===== src/rtl/enq_desc_sched_pkg.sv =====
// Shared types and limits for the enqueue descriptor scheduler.
// Optional statistics are enabled with ENQ_DESC_SCHED_STATS_EN.
package enq_desc_sched_pkg;

    localparam int ENQ_SRC_MAX    = 8;
    localparam int ENQ_STAT_NBITS = 16;

    typedef struct packed {
        logic [7:0]  src_id;
        logic [11:0] pkt_len;
        logic [11:0] buf_ptr;
    } enq_pkt_desc_type;

endpackage


===== src/rtl/enq_desc_sched_if.sv =====
// Bundle of producer, FIFO and dequeue signals around enq_desc_sched.
// Handshakes: src_req/src_ack transfer when both are 1 in the same cycle; deq_valid/deq_ready
// transfer when both are 1 at a rising edge, and deq_valid never drops until that transfer.
interface enq_desc_sched_if #(
    parameter int NUM_SRC = 4
);
    import enq_desc_sched_pkg::*;

    localparam int PTR_W = $clog2(NUM_SRC);

    logic [NUM_SRC-1:0] src_req;
    enq_pkt_desc_type   src_desc [NUM_SRC];
    logic [NUM_SRC-1:0] src_ack;

    logic               fifo_wr;
    enq_pkt_desc_type   fifo_din;
    logic               fifo_full;
    logic               fifo_empty;
    logic               fifo_rd;
    enq_pkt_desc_type   fifo_dout;

    logic               deq_valid;
    enq_pkt_desc_type   deq_desc;
    logic               deq_ready;

    logic [1:0]         dbg_occ;
    logic               dbg_inflight;
    logic [PTR_W-1:0]   dbg_rr_ptr;

    modport slave (
        input  src_req, src_desc, fifo_full, fifo_empty, fifo_dout, deq_ready,
        output src_ack, fifo_wr, fifo_din, fifo_rd, deq_valid, deq_desc,
        output dbg_occ, dbg_inflight, dbg_rr_ptr
    );

    modport master (
        output src_req, src_desc, fifo_full, fifo_empty, fifo_dout, deq_ready,
        input  src_ack, fifo_wr, fifo_din, fifo_rd, deq_valid, deq_desc,
        input  dbg_occ, dbg_inflight, dbg_rr_ptr
    );

endinterface


===== src/rtl/enq_desc_sched_rr_arb.sv =====
// Combinational round-robin arbiter: grants the first requester at or after ptr_i, wrapping.
module enq_desc_rr_arb #(
    parameter int  NUM_SRC = 4,
    localparam int PTR_W   = $clog2(NUM_SRC)
) (
    input  logic [NUM_SRC-1:0] req_i,
    input  logic [PTR_W-1:0]   ptr_i,
    output logic [NUM_SRC-1:0] gnt_o,
    output logic [PTR_W-1:0]   gnt_idx_o,
    output logic               gnt_vld_o
);

    always_comb begin
        int unsigned idx;
        logic        found;
        gnt_o     = '0;
        gnt_idx_o = '0;
        found     = 1'b0;
        idx       = 0;
        for (int i = 0; i < NUM_SRC; i++) begin
            idx = (int'(ptr_i) + i) % NUM_SRC;
            if (!found && req_i[idx[PTR_W-1:0]]) begin
                found     = 1'b1;
                gnt_idx_o = idx[PTR_W-1:0];
            end
        end
        if (found) gnt_o[gnt_idx_o] = 1'b1;
        gnt_vld_o = found;
    end

endmodule


===== src/rtl/enq_desc_sched.sv =====
// Round-robin enqueue onto the descriptor FIFO and a 2-entry skid buffer on its read side.
// Per-source stall counters exist only when ENQ_DESC_SCHED_STATS_EN is defined.
module enq_desc_sched
    import enq_desc_sched_pkg::*;
#(
    parameter int  NUM_SRC     = 4,
    parameter int  DEPTH_NBITS = 12,
    localparam int PTR_W       = $clog2(NUM_SRC)
) (
    input  logic            clk,
    input  logic            rst_n,
    enq_desc_sched_if.slave bus
`ifdef ENQ_DESC_SCHED_STATS_EN
    ,
    output logic [NUM_SRC-1:0][ENQ_STAT_NBITS-1:0] stat_stall_o
`endif
);

    if (NUM_SRC < 2 || NUM_SRC > ENQ_SRC_MAX || DEPTH_NBITS < 1) begin : g_cfg_err
        $error("enq_desc_sched: unsupported NUM_SRC/DEPTH_NBITS");
    end

    // ---------------- write side ----------------
    logic [PTR_W-1:0]   rr_ptr_q, rr_ptr_d;
    logic [NUM_SRC-1:0] arb_req, gnt;
    logic [PTR_W-1:0]   gnt_idx;
    logic               gnt_vld;

    // Grants are held off while in reset so src_ack/fifo_wr show their reset values.
    assign arb_req = bus.src_req & {NUM_SRC{rst_n & ~bus.fifo_full}};

    enq_desc_rr_arb #(.NUM_SRC(NUM_SRC)) u_arb (
        .req_i    (arb_req),
        .ptr_i    (rr_ptr_q),
        .gnt_o    (gnt),
        .gnt_idx_o(gnt_idx),
        .gnt_vld_o(gnt_vld)
    );

    assign bus.src_ack  = gnt;
    assign bus.fifo_wr  = gnt_vld;
    assign bus.fifo_din = gnt_vld ? bus.src_desc[gnt_idx] : '0;

    always_comb begin
        rr_ptr_d = rr_ptr_q;
        if (gnt_vld) rr_ptr_d = (gnt_idx == PTR_W'(NUM_SRC - 1)) ? '0 : gnt_idx + PTR_W'(1);
    end

    always_ff @(posedge clk or negedge rst_n) begin
        if (!rst_n) rr_ptr_q <= '0;
        else        rr_ptr_q <= rr_ptr_d;
    end

    // ---------------- read side ----------------
    logic [1:0]       occ_q, occ_d;
    logic             inflight_q;
    logic             hd_q;
    enq_pkt_desc_type buf_q [2];
    logic             pop;
    logic [2:0]       load;
    logic             tail;

    assign pop  = (occ_q != 2'd0) & bus.deq_ready;
    assign load = {1'b0, occ_q} + {2'b0, inflight_q} - {2'b0, pop};
    assign occ_d = occ_q + {1'b0, inflight_q} - {1'b0, pop};
    // A capture only happens with occ<=1, so the tail never collides with a live entry.
    assign tail = hd_q ^ occ_q[0];

    assign bus.fifo_rd   = rst_n & ~bus.fifo_empty & (load < 3'd2);
    assign bus.deq_valid = (occ_q != 2'd0);
    assign bus.deq_desc  = buf_q[hd_q];

    always_ff @(posedge clk or negedge rst_n) begin
        if (!rst_n) begin
            occ_q      <= 2'd0;
            inflight_q <= 1'b0;
            hd_q       <= 1'b0;
            buf_q[0]   <= '0;
            buf_q[1]   <= '0;
        end else begin
            occ_q      <= occ_d;
            inflight_q <= bus.fifo_rd;
            hd_q       <= hd_q ^ pop;
            if (inflight_q) buf_q[tail] <= bus.fifo_dout;
        end
    end

    assign bus.dbg_occ      = occ_q;
    assign bus.dbg_inflight = inflight_q;
    assign bus.dbg_rr_ptr   = rr_ptr_q;

`ifdef ENQ_DESC_SCHED_STATS_EN
    logic [NUM_SRC-1:0][ENQ_STAT_NBITS-1:0] stat_q;

    always_ff @(posedge clk or negedge rst_n) begin
        if (!rst_n) begin
            stat_q <= '0;
        end else begin
            for (int i = 0; i < NUM_SRC; i++) begin
                if (bus.src_req[i] && !gnt[i] && stat_q[i] != {ENQ_STAT_NBITS{1'b1}})
                    stat_q[i] <= stat_q[i] + ENQ_STAT_NBITS'(1);
            end
        end
    end

    assign stat_stall_o = stat_q;
`endif

endmodule


===== src/flat_wrapper.sv =====
// flat-port wrapper written by rule: the top's interface ports become plain ports
module enq_desc_sched_flat import enq_desc_sched_pkg::*;
#(
    parameter int  NUM_SRC     = 4,
    parameter int  DEPTH_NBITS = 12,
    localparam int PTR_W       = $clog2(NUM_SRC)
)
  (clk, rst_n, bus_src_req, bus_src_desc, bus_fifo_full, bus_fifo_empty, bus_fifo_dout, bus_deq_ready, bus_src_ack, bus_fifo_wr, bus_fifo_din, bus_fifo_rd, bus_deq_valid, bus_deq_desc, bus_dbg_occ, bus_dbg_inflight, bus_dbg_rr_ptr);
  enq_desc_sched_if #(.NUM_SRC(NUM_SRC)) bus_i ();
  input  logic clk;
  input  logic rst_n;
  input wire logic [$bits(bus_i.src_req)-1:0] bus_src_req;
  input wire logic [$bits(bus_i.src_desc)-1:0] bus_src_desc;
  input wire logic [$bits(bus_i.fifo_full)-1:0] bus_fifo_full;
  input wire logic [$bits(bus_i.fifo_empty)-1:0] bus_fifo_empty;
  input wire logic [$bits(bus_i.fifo_dout)-1:0] bus_fifo_dout;
  input wire logic [$bits(bus_i.deq_ready)-1:0] bus_deq_ready;
  output wire logic [$bits(bus_i.src_ack)-1:0] bus_src_ack;
  output wire logic [$bits(bus_i.fifo_wr)-1:0] bus_fifo_wr;
  output wire logic [$bits(bus_i.fifo_din)-1:0] bus_fifo_din;
  output wire logic [$bits(bus_i.fifo_rd)-1:0] bus_fifo_rd;
  output wire logic [$bits(bus_i.deq_valid)-1:0] bus_deq_valid;
  output wire logic [$bits(bus_i.deq_desc)-1:0] bus_deq_desc;
  output wire logic [$bits(bus_i.dbg_occ)-1:0] bus_dbg_occ;
  output wire logic [$bits(bus_i.dbg_inflight)-1:0] bus_dbg_inflight;
  output wire logic [$bits(bus_i.dbg_rr_ptr)-1:0] bus_dbg_rr_ptr;
  assign bus_i.src_req = bus_src_req;
  assign bus_i.src_desc = {>>{bus_src_desc}};
  assign bus_i.fifo_full = bus_fifo_full;
  assign bus_i.fifo_empty = bus_fifo_empty;
  assign bus_i.fifo_dout = bus_fifo_dout;
  assign bus_i.deq_ready = bus_deq_ready;
  assign bus_src_ack = bus_i.src_ack;
  assign bus_fifo_wr = bus_i.fifo_wr;
  assign bus_fifo_din = bus_i.fifo_din;
  assign bus_fifo_rd = bus_i.fifo_rd;
  assign bus_deq_valid = bus_i.deq_valid;
  assign bus_deq_desc = bus_i.deq_desc;
  assign bus_dbg_occ = bus_i.dbg_occ;
  assign bus_dbg_inflight = bus_i.dbg_inflight;
  assign bus_dbg_rr_ptr = bus_i.dbg_rr_ptr;
  enq_desc_sched #(.NUM_SRC(NUM_SRC), .DEPTH_NBITS(DEPTH_NBITS)) u_core (.clk(clk), .rst_n(rst_n), .bus(bus_i));
endmodule

===== config.mk =====
export PLATFORM = sky130hd
export DESIGN_NAME = enq_desc_sched_flat
export DESIGN_NICKNAME = d
export VERILOG_FILES = /design/src/rtl/enq_desc_sched_pkg.sv /design/src/rtl/enq_desc_sched_if.sv /design/src/rtl/enq_desc_sched_rr_arb.sv /design/src/rtl/enq_desc_sched.sv /design/src/flat_wrapper.sv
export SDC_FILE = /design/constraint.sdc
export NUM_CORES = 1
export LEC_CHECK = 0
export BUFFER_PORTS_ARGS = -buffer_cell sky130_fd_sc_hd__buf_2
export CORE_MARGIN = 5
export CORE_UTILIZATION = 40
export CTS_CLUSTER_SIZE = 40
export DETAILED_ROUTE_END_ITERATION = 10
export MAX_ROUTING_LAYER = met4
export PLACE_DENSITY_LB_ADDON = 0.08
export SKIP_CTS_REPAIR_TIMING = 1
export SLEW_MARGIN = 25
export SYNTH_ARGS = -nofsm -noshare
export SYNTH_HDL_FRONTEND = slang
export SYNTH_HIERARCHICAL = 1
export SYNTH_SLANG_ARGS = --single-unit

===== constraint.sdc =====
create_clock -name clk -period 2.4 [get_ports clk]
set_clock_uncertainty 0.05 [all_clocks]
set_input_delay 0.12 -clock clk [delete_from_list [all_inputs] [get_ports clk]]
set_output_delay 0.12 -clock clk [all_outputs]
set_load 0.02 [all_outputs]

==> impl_metrics.env, run 1 <==
export IMPL_hold_class="primary input to asynchronous set/reset pin"
export IMPL_grt_max_degree=72
export IMPL_clock_sinks=70
export IMPL_antenna_found_initial=1
export IMPL_routedWlPerCell_um=18.94
export IMPL_p_int_w=0.004749
export IMPL_fin_nets=775
export IMPL_first_iter_violations=174
export IMPL_p_leak_nw=3.380
export IMPL_pwr_share_seq_pct=28.4
export IMPL_synth_edf_count=0
export IMPL_crit_path_end_kind="primary output"
export IMPL_seq_area_frac_synth_pct=39.89
export IMPL_maxCapViolations=0
export IMPL_dp_hpwl_um=10110
export IMPL_placed_cells=687
export IMPL_grt_pass1_vias=3705
export IMPL_p_per_area_mw_per_mm2=1056
export IMPL_yosysTopAreaCellShare_pct=39.89
export IMPL_setup_violations=33
export IMPL_die_area_mm2=0.01317
export IMPL_cp_required_ns=2.23
export IMPL_layout_commonest_cell="buf_2"
export IMPL_slew_headroom_pct=40.06
export IMPL_place_ws_ns=-0.03882
export IMPL_postSynthCellCount=307
export IMPL_yosys_area_top_type="dfrtp_1"
export IMPL_startpoint_type="register"
export IMPL_synth_cell_type_count=34
export IMPL_drt_total_wl_um=14170
export IMPL_synth_async_reset_ratio_pct=100.0
export IMPL_yosysWarnings=6
export IMPL_clk_latency_ns=0.35
export IMPL_h_tree_depth=3
export IMPL_synth_area_top_cells="dfrtp_1 40%, mux2_2 17%, mux4_2 16%"
export IMPL_cp_arrival_ns=2.49
export IMPL_core_region_area_mm2=0.01079
export IMPL_ir_worst_vdd_v=0.0008374
export IMPL_p_switching_w=0.002617
export IMPL_ant_nets=0
export IMPL_grt_pass1_wl_um=19760
export IMPL_grt_usage_pct=19.86
export IMPL_final_setup_tns_ns=-4.841
export IMPL_worst_pin_slew_ns=0.8991
export IMPL_portBuffers=244
export IMPL_start_util_pct=40.69
export IMPL_die_w_um=114.8
export IMPL_area_delta_synth_final_pct=58.80
export IMPL_violations="hold timing, setup timing"
export IMPL_switching_share_pct=35.53
export IMPL_die_h_um=114.8
export IMPL_syn_area_mm2=0.004392
export IMPL_globalRoute_totalOverflow=0
export IMPL_pwr_share_comb_pct=54.4
export IMPL_cts_inserted_buffers=9
export IMPL_slew_violations=0
export IMPL_synth_seq_cells=70
export IMPL_clk_pin_slew_ns=0.07
export IMPL_n_fill_cell=838
export IMPL_firstDrtPassIters=4
export IMPL_ys_flop_type="dfrtp_1"
export IMPL_layout_drive_gt1_share_pct=77.92
export IMPL_critPathKind="register to primary output"
export IMPL_worst_hold_slack_ns=-0.01319
export IMPL_vias=3740
export IMPL_period_share_pct=110.8
export IMPL_hold_viol=4
export IMPL_timing_final_ws_setup_ns=-0.2603
export IMPL_layout_cells_non_filler=748
export IMPL_gp_congestion=0.8366
export IMPL_num_rows=38
export IMPL_viasPerCell=5.000
export IMPL_cts_buffer_depth=2
export IMPL_multiInputGateArea_mm2=0.002631
export IMPL_syn_nets=480
export IMPL_drc=0
export IMPL_syn_area_per_cell_um2=14.31
export IMPL_clock_root_buffer="clkbuf_8"
export IMPL_ios=245
export IMPL_final_cell_mix="211 x buf_2, 68 x mux2_2, 67 x dfrtp_1"
export IMPL_crit_fanout=2
export IMPL_seq_area_mm2=0.001755
export IMPL_rsz0062_at_grt="true"
export IMPL_clkPwrFrac_pct=17.1
export IMPL_status="finished, violations left"
export IMPL_fmax_mhz=375.9
export IMPL_fin_crit_ns=2.660
export IMPL_cts_tree="done"
[synth_stat cells (all sizes together) (2+ instances only)]
library cell / n
mux2: 98
dfrtp: 70
and2: 37
mux4: 32
buf: 17
inv: 8
clkbuf: 6
nor2: 6
a21oi: 5
ha: 3
nand2: 3
nand2b: 3
o21ai: 3
a211oi: 2
nor2b: 2
nor3: 2
or2: 2
xor2: 2
[per-stage QoR]
stage	cell area (um2)	power [W]	util [%]
final	6974	0.007366	64.62
after global routing	6974	0.007820	64.62
after floorplan	4454	0.004822	-
after CTS	6138	0.007176	56.87
after global placement	5877	0.005782	54.45
after detailed placement	5877	0.005860	54.45
[registers in the layout, summed over array words and instances (netlist names)]
signal / count
u_core/hd_q: 1
u_core/bus.dbg_occ: 2
u_core/bus.dbg_rr_ptr: 2
u_core/bus.dbg_inflight: 1
u_core/buf_q: 64
[power by group through the flow]
stage	sequential (W)	combinational [W]	clock (W)
5_1_grt	0.00217	0.00431	0.00134
4_1_cts	0.00210	0.00378	0.00130
3_5_place_dp	0.00210	0.00376	0
6_report	0.00209	0.00401	0.00126
2_1_floorplan	0.00206	0.00276	0
3_3_place_gp	0.00206	0.00372	0
[cell type report]
type	instances	area share, %
multi-input combinational	206	37.73
timing repair buffer	307	30.37
sequential	70	25.17
tap	140	2.512
clock inverter	6	1.920
clock buffer	10	1.830
inverter	8	0.4306
antenna	1	0.03588
[layer usage]
metal / track usage (%) / up-vias / part of all wire [%]
met3: 5.158 / 26 / 8.0
met1: 23.95 / 1826 / 38
met2: 33.57 / 165 / 53
met5: - / - / 0
met4: 4.695 / 0 / 1.5
li1: - / 1723 / -
[cells by family after synthesis]
logic type	share of synthesized area [%]
buffers and inverters	4.501
adder cells (fa/ha/maj)	1.311
flip-flops	39.89
AO/OA/AOI/OAI	2.080
multiplexers	44.10
XOR/XNOR	0.5984
AND/OR/NAND/NOR	7.521
[path summary, 6_finish.rpt]
kind	endpoint	startpoint	slack [ns]	cells after the start
worst max-delay path	bus_fifo_rd	u_core/bus.dbg_occ[1]$_DFF_PN0_	-0.26	8
worst min register to register	u_core/buf_q[28]$_DFFE_PN0P_	u_core/buf_q[28]$_DFFE_PN0P_	0.46	1
max in group asynchronous	u_core/bus.dbg_occ[0]$_DFF_PN0_	rst_n	1.67	2
worst min-delay path	u_core/bus.dbg_occ[1]$_DFF_PN0_	rst_n	-0.01	2
worst max register to register	u_core/bus.dbg_inflight$_DFF_PN0_	u_core/bus.dbg_occ[1]$_DFF_PN0_	0.19	8
min in group clk	u_core/bus.dbg_inflight$_DFF_PN0_	bus_fifo_empty	0.02	3
[critical path, cell delays in order, from the launching register on]
cell and delay (ns):
dfrtp_2 0.41, or2_4 0.25, and2_4 0.15, ha_4 0.25
inv_2 0.03, ha_4 0.14, fa_2 0.44, nor4b_4 0.29
buf_4 0.18
Power figures use the tool's default switching activity.
==> run 2, diff against run 1 <==
==> constraint.sdc (replaced) <==
create_clock -name clk -period 2.4 [get_ports clk]
set_clock_uncertainty 0.05 [all_clocks]
set_input_delay 0.12 -clock clk [delete_from_list [all_inputs] [get_ports clk]]
set_output_delay 0.12 -clock clk [all_outputs]
set_load 0.05 [all_outputs]
==> run 2 against run 1 <==
The flow still finishes with violations (hold timing, setup timing). Worst hold slack about the same. Via count increased by 0.70%. Utilization increased by 1.0 points. Register-to-register slack got worse by 0.02 ns. Global-route usage increased by 0.56 points. Clock-buffer cell count increased by 1. Die area unchanged. Total power increased by 16%. Critical path depth unchanged. First-iteration DRC count increased by 16%.
==> impl_metrics.env, run 2 (synthesis results as in run 1) <==
export IMPL_status="finished, violations left"
export IMPL_violations="hold timing, setup timing"
export IMPL_cts_tree="done"
export IMPL_hold_viol=19
export IMPL_layout_drive_gt1_share_pct=77.70
export IMPL_setup_violations=33
export IMPL_hold_class="primary input to asynchronous set/reset pin"
export IMPL_clk_latency_ns=0.34
export IMPL_cts_inserted_buffers=9
export IMPL_layout_cells_non_filler=752
export IMPL_clock_root_buffer="clkbuf_8"
export IMPL_worst_hold_slack_ns=-0.01272
export IMPL_layout_commonest_cell="buf_2"
export IMPL_slowest_stage="fa_2"
export IMPL_largest_reg_flops=64
export IMPL_highest_signal_layer="met4"
export IMPL_ant_nets=0
export IMPL_grt_max_degree=72
export IMPL_crit_fanout=2
export IMPL_slew_headroom_pct=40.17
export IMPL_crit_family="adder cells"
export IMPL_grt_usage_pct=20.42
export IMPL_regMostFlops="u_core/buf_q"
export IMPL_globalRoute_totalOverflow=0
export IMPL_startpoint_type="register"
export IMPL_routedWlPerCell_um=18.91
export IMPL_wl_met3_um=1007
export IMPL_p_per_area_mw_per_mm2=1206
export IMPL_clk_pin_slew_ns=0.08
export IMPL_maxCapViolations=0
export IMPL_final_setup_tns_ns=-4.045
export IMPL_post_route_util_pct=65.62
export IMPL_die_w_um=114.8
export IMPL_cts_buffer_depth=2
export IMPL_cp_required_ns=2.23
export IMPL_core_region_area_mm2=0.01079
export IMPL_antenna_found_initial=2
export IMPL_cp_arrival_ns=2.52
export IMPL_post_dp_cell_area_mm2=0.005933
export IMPL_n_fill_cell=814
export IMPL_critPathKind="register to primary output"
export IMPL_portBuffers=244
export IMPL_clock_sinks=70
export IMPL_wl_met1_um=5305
export IMPL_crit_path_end_kind="primary output"
export IMPL_grt_pass1_vias=3824
export IMPL_worst_pin_slew_ns=0.8975
export IMPL_start_util_pct=40.69
export IMPL_path_cells="or2_4 -> and2_4 -> ha_4 -> inv_2 -> ha_4 -> fa_2 -> nor4b_4 -> buf_6"
export IMPL_die_area_mm2=0.01317
export IMPL_postLayoutCellArea_mm2=0.007082
export IMPL_die_h_um=114.8
export IMPL_num_rows=38
export IMPL_h_tree_depth=3
export IMPL_grt_pass1_wl_um=20370
export IMPL_drt_total_wl_um=14220
export IMPL_fmax_mhz=371.1
export IMPL_first_iter_violations=202
export IMPL_fin_nets=778
export IMPL_fin_crit_ns=2.694
export IMPL_ios=245
export IMPL_slew_violations=0
export IMPL_crit_buf_inv=2
export IMPL_dp_hpwl_um=10380
export IMPL_vias=3766
export IMPL_gp_congestion=0.9316
export IMPL_timing_final_ws_setup_ns=-0.2945
export IMPL_cp_slowest_stage_delay_ns=0.45
export IMPL_final_cell_mix="211 x buf_2, 68 x mux2_2, 66 x dfrtp_1"
export IMPL_period_share_pct=112.3
export IMPL_rsz0062_at_grt="true"
export IMPL_ir_worst_vdd_v=0.001018
export IMPL_p_leak_nw=3.414
export IMPL_path_common_cell="ha_4"
export IMPL_viasPerCell=5.008
export IMPL_drc=0
export IMPL_wl_met2_um=7634
export IMPL_firstDrtPassIters=4
export IMPL_placed_cells=689
export IMPL_area_delta_synth_final_pct=61.25
run 2: routing by layer:
metal,vias to the layer above,track usage (%)
met5,-,-
li1,1726,-
met2,160,34.15
met3,24,5.474
met4,0,6.495
met1,1856,24.10
run 2: final timing paths:
| kind | from | end | slack (ns) | cells past startpoint |
|---|---|---|---|---|
| worst min register to register | u_core/buf_q[25]$_DFFE_PN0P_ | u_core/buf_q[25]$_DFFE_PN0P_ | 0.45 | 1 |
| min in group clk | bus_deq_ready | u_core/hd_q$_DFF_PN0_ | 0.15 | 4 |
| worst min-delay path | rst_n | u_core/buf_q[62]$_DFFE_PN0P_ | -0.01 | 2 |
| worst max-delay path | u_core/bus.dbg_occ[0]$_DFF_PN0_ | bus_fifo_rd | -0.29 | 8 |
| max in group asynchronous | rst_n | u_core/bus.dbg_occ[0]$_DFF_PN0_ | 1.68 | 2 |
| worst max register to register | u_core/bus.dbg_occ[0]$_DFF_PN0_ | u_core/bus.dbg_inflight$_DFF_PN0_ | 0.17 | 8 |
run 2: worst register-to-register path, delay by kind of cell (launching register included):
family / cells / cell delay (ns)
adders and majority gates: 3 / 0.84
and+or+nand+nor: 3 / 0.70
DFF: 1 / 0.41
buffers and inverters: 2 / 0.18
run 2: where the power goes:
part / switching [W] / leakage, nW / internal (W)
Clock: 0.000453 / 0.118 / 0.000695
Combinational: 0.00309 / 2.48 / 0.00221
Sequential: 0.000301 / 0.813 / 0.00179
run 2: final cells by class:
cell class / count / area, um2 / share of cell area, %
Inverter: 8 / 30.03 / 0.4240
Tap cell: 140 / 175.2 / 2.473
Clock buffer: 11 / 131.4 / 1.855
Timing Repair Buffer: 310 / 2241 / 31.64
Clock inverter: 5 / 107.6 / 1.519
Antenna cell: 2 / 5.005 / 0.07067
Multi-Input combinational cell: 206 / 2635 / 37.21
Sequential cell: 70 / 1757 / 24.81
run 2: through the flow:
step / power, W / worst slack (ns)
5_1_grt: 0.009013 / -0.3814
3_5_place_dp: 0.007131 / -0.1279
3_3_place_gp: 0.007042 / -0.1225
4_1_cts: 0.008325 / -0.5000
6_report: 0.008539 / -0.2945
2_1_floorplan: 0.006077 / -0.5447
